--- src/rtl/md5_pkg.sv ---
// Shared widths and match-detector state encoding for the MD5 hash-breaker datapath.
package md5_pkg;

    localparam int unsigned MD5_HASH_W  = 128;
    localparam int unsigned MD5_BLOCK_W = 512;
    localparam int unsigned MD5_MSG_W   = 448;

    typedef enum logic [2:0] {
        IDLE      = 3'd0,
        SEARCH    = 3'd1,
        DRAIN     = 3'd2,
        FOUND     = 3'd3,
        EXHAUSTED = 3'd4
    } md5_state_t;

endpackage

--- src/rtl/md5_hash_cmp.sv ---
// Registered 128-bit equality compare, split into NCHUNK equal slices so each
// slice comparator stays short; the final AND of slice bits happens one stage later.
module md5_hash_cmp
    import md5_pkg::*;
#(
    parameter int unsigned NCHUNK = 4
) (
    input  logic                  clk,
    input  logic                  rst,
    input  logic                  flush,
    input  logic                  valid_in,
    input  logic [MD5_HASH_W-1:0] hash,
    input  logic [MD5_HASH_W-1:0] target,
    output logic [NCHUNK-1:0]     eq,
    output logic                  valid_out
);

    localparam int unsigned SLICE_W = MD5_HASH_W / NCHUNK;

    always_ff @(posedge clk or posedge rst) begin
        if (rst) begin
            eq        <= '0;
            valid_out <= 1'b0;
        end else begin
            valid_out <= valid_in && !flush;
            for (int unsigned i = 0; i < NCHUNK; i++) begin
                eq[i] <= (hash[i*SLICE_W +: SLICE_W] == target[i*SLICE_W +: SLICE_W]);
            end
        end
    end

endmodule

--- src/rtl/md5_match_detector.sv ---
// Consumes one (hash, message) pair per clock from the MD5 core, captures the first
// candidate whose hash equals the armed target, and tracks candidates checked against a limit.
module md5_match_detector
    import md5_pkg::*;
#(
    parameter int unsigned CNT_W  = 48,
    parameter int unsigned NCHUNK = 4
) (
    input  logic                   clk,
    input  logic                   rst,
    input  logic                   start,
    input  logic [MD5_HASH_W-1:0]  target_hash,
    input  logic [CNT_W-1:0]       limit,
    input  logic                   in_valid,
    input  logic [MD5_HASH_W-1:0]  hash,
    input  logic [MD5_BLOCK_W-1:0] message_out,
    output logic                   busy,
    output logic                   found,
    output logic                   exhausted,
    output logic [MD5_BLOCK_W-1:0] match_message,
    output logic [CNT_W-1:0]       checked_count
);

    md5_state_t             state;
    md5_state_t             state_next;
    logic [MD5_HASH_W-1:0]  target_q;
    logic [CNT_W-1:0]       limit_q;
    logic [CNT_W-1:0]       count_inc;

    logic                   s0_valid;
    logic [MD5_HASH_W-1:0]  s0_hash;
    logic [MD5_BLOCK_W-1:0] s0_msg;
    logic                   s1_valid;
    logic [NCHUNK-1:0]      s1_eq;
    logic [MD5_BLOCK_W-1:0] s1_msg;

    logic                   arm;
    logic                   accept;
    logic                   match;
    logic                   limit_hit;

    assign busy      = (state == SEARCH) || (state == DRAIN);
    assign found     = (state == FOUND);
    assign exhausted = (state == EXHAUSTED);

    // A match is only honoured while a search is live, so candidates still in
    // flight after FOUND can never overwrite the captured message.
    assign arm       = start && !busy;
    assign accept    = (state == SEARCH) && in_valid;
    assign match     = s1_valid && (&s1_eq) && busy;
    assign count_inc = (&checked_count) ? checked_count : checked_count + CNT_W'(1);
    assign limit_hit = accept && (limit_q != '0) && (count_inc == limit_q);

    always_comb begin
        state_next = state;
        unique case (state)
            IDLE, FOUND, EXHAUSTED: if (start) state_next = SEARCH;
            SEARCH: begin
                if (match)          state_next = FOUND;
                else if (limit_hit) state_next = DRAIN;
            end
            DRAIN: begin
                if (match)                      state_next = FOUND;
                else if (!s0_valid && !s1_valid) state_next = EXHAUSTED;
            end
            default: state_next = IDLE;
        endcase
    end

    always_ff @(posedge clk or posedge rst) begin
        if (rst) begin
            state         <= IDLE;
            target_q      <= '0;
            limit_q       <= '0;
            checked_count <= '0;
            s0_valid      <= 1'b0;
        end else begin
            state <= state_next;
            if (arm) begin
                target_q      <= target_hash;
                limit_q       <= limit;
                checked_count <= '0;
            end else if (accept) begin
                checked_count <= count_inc;
            end
            // accept is only possible in SEARCH, so an arming start clears S0 here too
            s0_valid <= accept;
        end
    end

    always_ff @(posedge clk or posedge rst) begin
        if (rst) begin
            s0_hash       <= '0;
            s0_msg        <= '0;
            s1_msg        <= '0;
            match_message <= '0;
        end else begin
            if (accept) begin
                s0_hash <= hash;
                s0_msg  <= message_out;
            end
            if (s0_valid) begin
                s1_msg <= s0_msg;
            end
            if (match) begin
                match_message <= s1_msg;
            end
        end
    end

    md5_hash_cmp #(
        .NCHUNK (NCHUNK)
    ) u_cmp (
        .clk       (clk),
        .rst       (rst),
        .flush     (arm),
        .valid_in  (s0_valid),
        .hash      (s0_hash),
        .target    (target_q),
        .eq        (s1_eq),
        .valid_out (s1_valid)
    );

endmodule

--- config.mk ---
export PLATFORM = sky130hd
export DESIGN_NAME = md5_match_detector
export DESIGN_NICKNAME = d
export VERILOG_FILES = /design/src/rtl/md5_pkg.sv /design/src/rtl/md5_hash_cmp.sv /design/src/rtl/md5_match_detector.sv
export SDC_FILE = /design/constraint.sdc
export NUM_CORES = 2
export LEC_CHECK = 0
export BUFFER_PORTS_ARGS = -buffer_cell sky130_fd_sc_hd__buf_2
export CORE_AREA = 5 5 539 541
export DETAILED_ROUTE_END_ITERATION = 10
export DIE_AREA = 0 0 544 546
export SYNTH_ARGS = -nofsm -noshare
export SYNTH_HDL_FRONTEND = slang
export SYNTH_SLANG_ARGS = --single-unit
export TNS_END_PERCENT = 50
--- constraint.sdc ---
create_clock -name clk -period 136.9 [get_ports clk]
set_clock_uncertainty 0.1 [all_clocks]
set_input_delay 13.69 -clock clk [delete_from_list [all_inputs] [get_ports clk]]
set_output_delay 13.69 -clock clk [all_outputs]
set_load 0.01 [all_outputs]
* After elaboration in Yosys (flattened, before gate mapping)
Cells that the tools add are included.
** Word-level totals
- Register bits :: 1897
- Input port bits :: 820
- Output and inout port bits :: 563
- Logic and storage cells :: 53
** Operators by class
- $add $sub $neg :: 1
- Equality and inequality tests :: 12
- Multiplexer cells :: 9
- Reductions and logical operators :: 20
** Operators with widths (count)
- $mux 48 :: 3
- $eq 32x32->1 :: 4
- $add 48x1->48 const B :: 1
- $eq 48x48->1 :: 1
- $reduce_and 48->1 :: 1
- $reduce_bool 48->1 :: 1
- $mux 3 :: 5
- $pmux 3 s3 :: 1
- $logic_and 1x1->1 :: 8
- $eq 3x2->1 const B :: 2
- $logic_not 1->1 :: 4
- $reduce_and 4->1 :: 1
- $eq 3x1->1 const B :: 1
- $eq 3x3->1 const B :: 1
- $logic_not 3->1 :: 1
- $ne 3x2->1 const B :: 1
- $ne 3x3->1 const B :: 1
- $reduce_and 3->1 :: 1
- $reduce_or 3->1 :: 1
- $ne 2x2->1 const B :: 1
- $reduce_bool 2->1 :: 1
- $logic_or 1x1->1 :: 1

* Longest topological paths before layout
- Depth in word-level cells :: 7
- Depth in mapped cells :: 11
- Gate-level depth less buffers :: 9

* By module
A second synthesis with hierarchy kept.
** Second synthesis, totals
- Cell total of the unflattened synthesis :: 6497
- Area, all modules :: 74813.0 um^2
** Modules (own cells, without submodules)
- md5_match_detector :: times used 1, cells each 6318, area each 73291.5 um^2, sequential area each 47345.4 um^2
- md5_hash_cmp :: times used 1, cells each 179, area each 1521.5 um^2, sequential area each 125.1 um^2

* Worst setup path before layout
OpenSTA, ideal clock, no wires.
- Kind :: input port to flip-flop
- Start point :: input port in_valid
- End point :: register state[1]
- Setup time :: 0.067 ns
- Arrival time :: 15.165 ns
- Required time :: 136.733 ns
- Slack :: 121.567 ns
- Stages :: 8
- Buffers on the path :: 0
- Path through :: nand4bb_1 > a221oi_1 > o211ai_1 > a2111oi_0 > and3_1 > nand4_1 > nor4_1 > a32o_1
** On the way
- Longest elaborated chain between the ends :: 5
** Ends and longest elaborated chain
- from (decl) :: line md5_match_detector.sv:14 : input logic in_valid,
- $logic_and 1x1->1 :: line md5_match_detector.sv:49 : assign accept = (state == SEARCH) && in_valid;
- $logic_and 1x1->1 (2 in a row) :: line md5_match_detector.sv:52 : assign limit_hit = accept && (limit_q != '0) && (count_inc == limit_q);
- $ne 3x3->1 (no source line)
- $reduce_and 3->1 (no source line)
- to (signal assigned) :: line md5_match_detector.sv:78 : state <= state_next;
- to (decl) :: line md5_match_detector.sv:24 : md5_state_t state;
No other way between the ends.
A chain may end at the register's enable or synchronous reset.

==> reports/results.tsv <==
metric	value	unit
Yosys cell types	62	
CTS buffer count	213	
design area	0.09259	mm²
via count of the routed design	52900	
first-pass GRT wire length	388100	µm
Synth Flop Type	dfrtp_1	
worst slew pin tran	1.268	ns
commonest cells in the netlist	nand2_1 (2504), dfrtp_1 (1897), mux2_2 (1024), clkbuf_1 (325), xor2_1 (152)	
DR vias/cell	4.509	
outcome	completed	
I/O Pins	1383	
Final Max Tran Viols	0	
htree depth	4	
Placer Congestion	0.9088	
Synth Register Bits	1897	
Fillers	28830	
Post-CTS Setup Bufs	0	
Worst setup SP type	input pin	
hpwl dp	199500	µm
number of DRC markers in iteration 0	3866	
Multi-input gate area	0.02551	mm²
final core occ	0.3255	
synthesized cell area	0.07428	mm²
register area share after synthesis	0.6391	
max-cap viol count	0	
Routed Antenna Nets	0	
Inst Count DP	11300	
Worst Path Max Fanout	189	
Hold Crit Class	register to register	
Die Height	546	µm
critical path cell sequence	buf_2 -> inv_8 -> buf_12 -> buf_4 -> buf_12 -> buf_4 -> buf_4	
Worst-Skew Late Latency	0.86	ns
period utilization	0.1322	
Non-Filler Instances	11730	
Req. time, crit path	137.59	ns
Total Routing Usage GR	0.1741	
YS warnings	0	
area leader, netlist	dfrtp_1	
Crit path top cell by count	buf_4	
clk root buf	clkbuf_16	
max incr delay on CP	0.91	ns
sequential cell area	0.04747	mm²
RSZ-0062 raised after global routing	no	
TritonCTS clock tree	built	
Pwr Density	16.14	mW/mm²
top cell type's share of synthesized area	0.6391	
register clock-pin slew on the reported worst setup and hold paths	0.06	ns
antenna violations before repair	169	
layout cells sized above 1	0.3589	
Nets	8569	
Die W	544	µm
number of synthesized flops with an enable pin	0	
vias in the first global route	55630	
Leak	0.04808	µW
Avg Cell Area, Syn	11.55	µm²
CP Capture Type	asynchronous set/reset pin	
fin crit period	18.09	ns
final setup vio count	0	
worst path arrival time	18.78	ns
slowest cell on the critical path	buf_4	
WL final	267800	µm
FFs w/ async S/R, synth	1.000	
setup ws final	118.81	ns
Synth area leaders	dfrtp_1 (64%), mux2_2 (16%), nand2_1 (13%), xor2_1 (1.8%), clkbuf_1 (1.6%)	
largest net degree at the start of global routing	190	
grt total ovfl	0	
core area	0.2845	mm²
WS Path Type	input pin to asynchronous set/reset pin	
DR WL/cell	22.83	µm
DR pass1 iterations	6	
Die ar.	0.2970	mm²
Max clock buf depth	4	
drt drc	0	
I/O Buffers	1382	
R2R depth	9	
row cnt	196	
CTS Hold Bufs	0	
dpl ws	117.81	ns
Sink Count	1897	
Starting Density	0.2611	
Worst VDD drop	0.009832	mV
Placed Area	0.08526	mm²
Min-Delay Path Depth	2	
Fin. Hold Viols	0	
most frequent cell after synthesis	nand2_1	
Mapped Nets	7251	
setup TNS	0	ns
Resized Gates After CTS	0	
Slew headroom	0.1327	
maximum achievable frequency	55.27	MHz
area growth from synthesis to layout	24.65	%
Post-Synthesis Cells	6430	
[kinds of logic (layout without fill, tap and decap cells)]
| kind of cell | after synthesis | after routing | share of synthesized area |
|---|---|---|---|
| and+or+nand+nor | 2771 | 2771 | 0.1484 |
| DFF | 1897 | 1897 | 0.6391 |
| muxes | 1026 | 1026 | 0.1555 |
| buffers and inverters | 355 | 1844 | 0.01811 |
| AOI/OAI and AO/OA | 191 | 191 | 0.01641 |
| xor gates and xnor gates | 189 | 189 | 0.02229 |
| adders and majority gates | 1 | 1 | 0.0001684 |
| other | 0 | 49 | 0 |
[registers in the layout, summed over array words and instances, names as in the netlist]
register         flops
checked_count       48
limit_q             48
match_message      512
s0_hash            128
s0_msg             512
s0_valid             1
s1_msg             512
state                3
target_q           128
u_cmp.eq             4
u_cmp.valid_out      1
[where the power goes]
group	switching, µW	internal, µW
Combinational	104	86.1
Clock	241	343
Sequential	64.7	655
[cell type report]
class | count | share of cell area
repair buffers | 1447 | 0.08105
clock buffers | 298 | 0.06589
diodes | 49 | 0.001324
multi-input cells | 4178 | 0.2756
inverters | 11 | 0.0006081
flip-flops and latches | 1897 | 0.5127
clock inverters | 88 | 0.01199
well taps | 3762 | 0.05084
[cells in the final DEF (no fill, tap or decap), types with 41 or more instances in the layout]
| cell type | Yosys | final |
|---|---|---|
| buf_4 | 0 | 57 |
| clkbuf_1 | 325 | 41 |
| buf_2 | 8 | 1382 |
| nor4_1 | 57 | 55 |
| o21ai_0 | 73 | 73 |
| clkbuf_8 | 0 | 43 |
| dfrtp_1 | 1897 | 1896 |
| nand2_1 | 2504 | 2504 |
| diode_2 | 0 | 49 |
| xor2_1 | 152 | 152 |
| clkbuf_16 | 0 | 214 |
| mux2_2 | 1024 | 1024 |
[critical path, delay by kind of cell]
kind | cells | cell delay (ns)
buffers and inverters | 7 | 4.52
[final timing paths]
| path | slack, ns | from | endpoint |
|---|---|---|---|
| worst min-delay path | 0.37 | s0_msg[482]$_DFFE_PP0P_ | s0_msg[482]$_DFFE_PP0P_ |
| min in group asynchronous | 12.82 | rst | s0_msg[280]$_DFFE_PP0P_ |
| max in group clk | 119.96 | in_valid | s0_msg[353]$_DFFE_PP0P_ |
| worst max-delay path | 118.81 | rst | s0_hash[114]$_DFFE_PP0P_ |
| worst min register to register | 0.37 | s0_msg[482]$_DFFE_PP0P_ | s0_msg[482]$_DFFE_PP0P_ |
| worst max register to register | 131.85 | checked_count[0]$_DFFE_PP0P_ | state[1]$_DFFE_PP0P_ |
[metal layers]
layer  global-route usage  vias to the layer above  routed length [µm]
li1                     -                    23830                   -
met1               0.2098                    26510              105300
met2               0.2801                     1868              123400
met3              0.06756                      536               26560
met4              0.06738                      156               11550
met5                    0                        -                1026
[metrics by stage]
stage | power [µW] | hold WS, ns
after floorplan | 846.7 | 0.3401
after global placement | 911.2 | 0.3510
after detailed placement | 921.0 | 0.3567
after CTS | 1515 | 0.3705
after global routing | 1567 | 0.3849
final | 1494 | 0.3669
No activity file was read; power rests on OpenSTA's default activity.
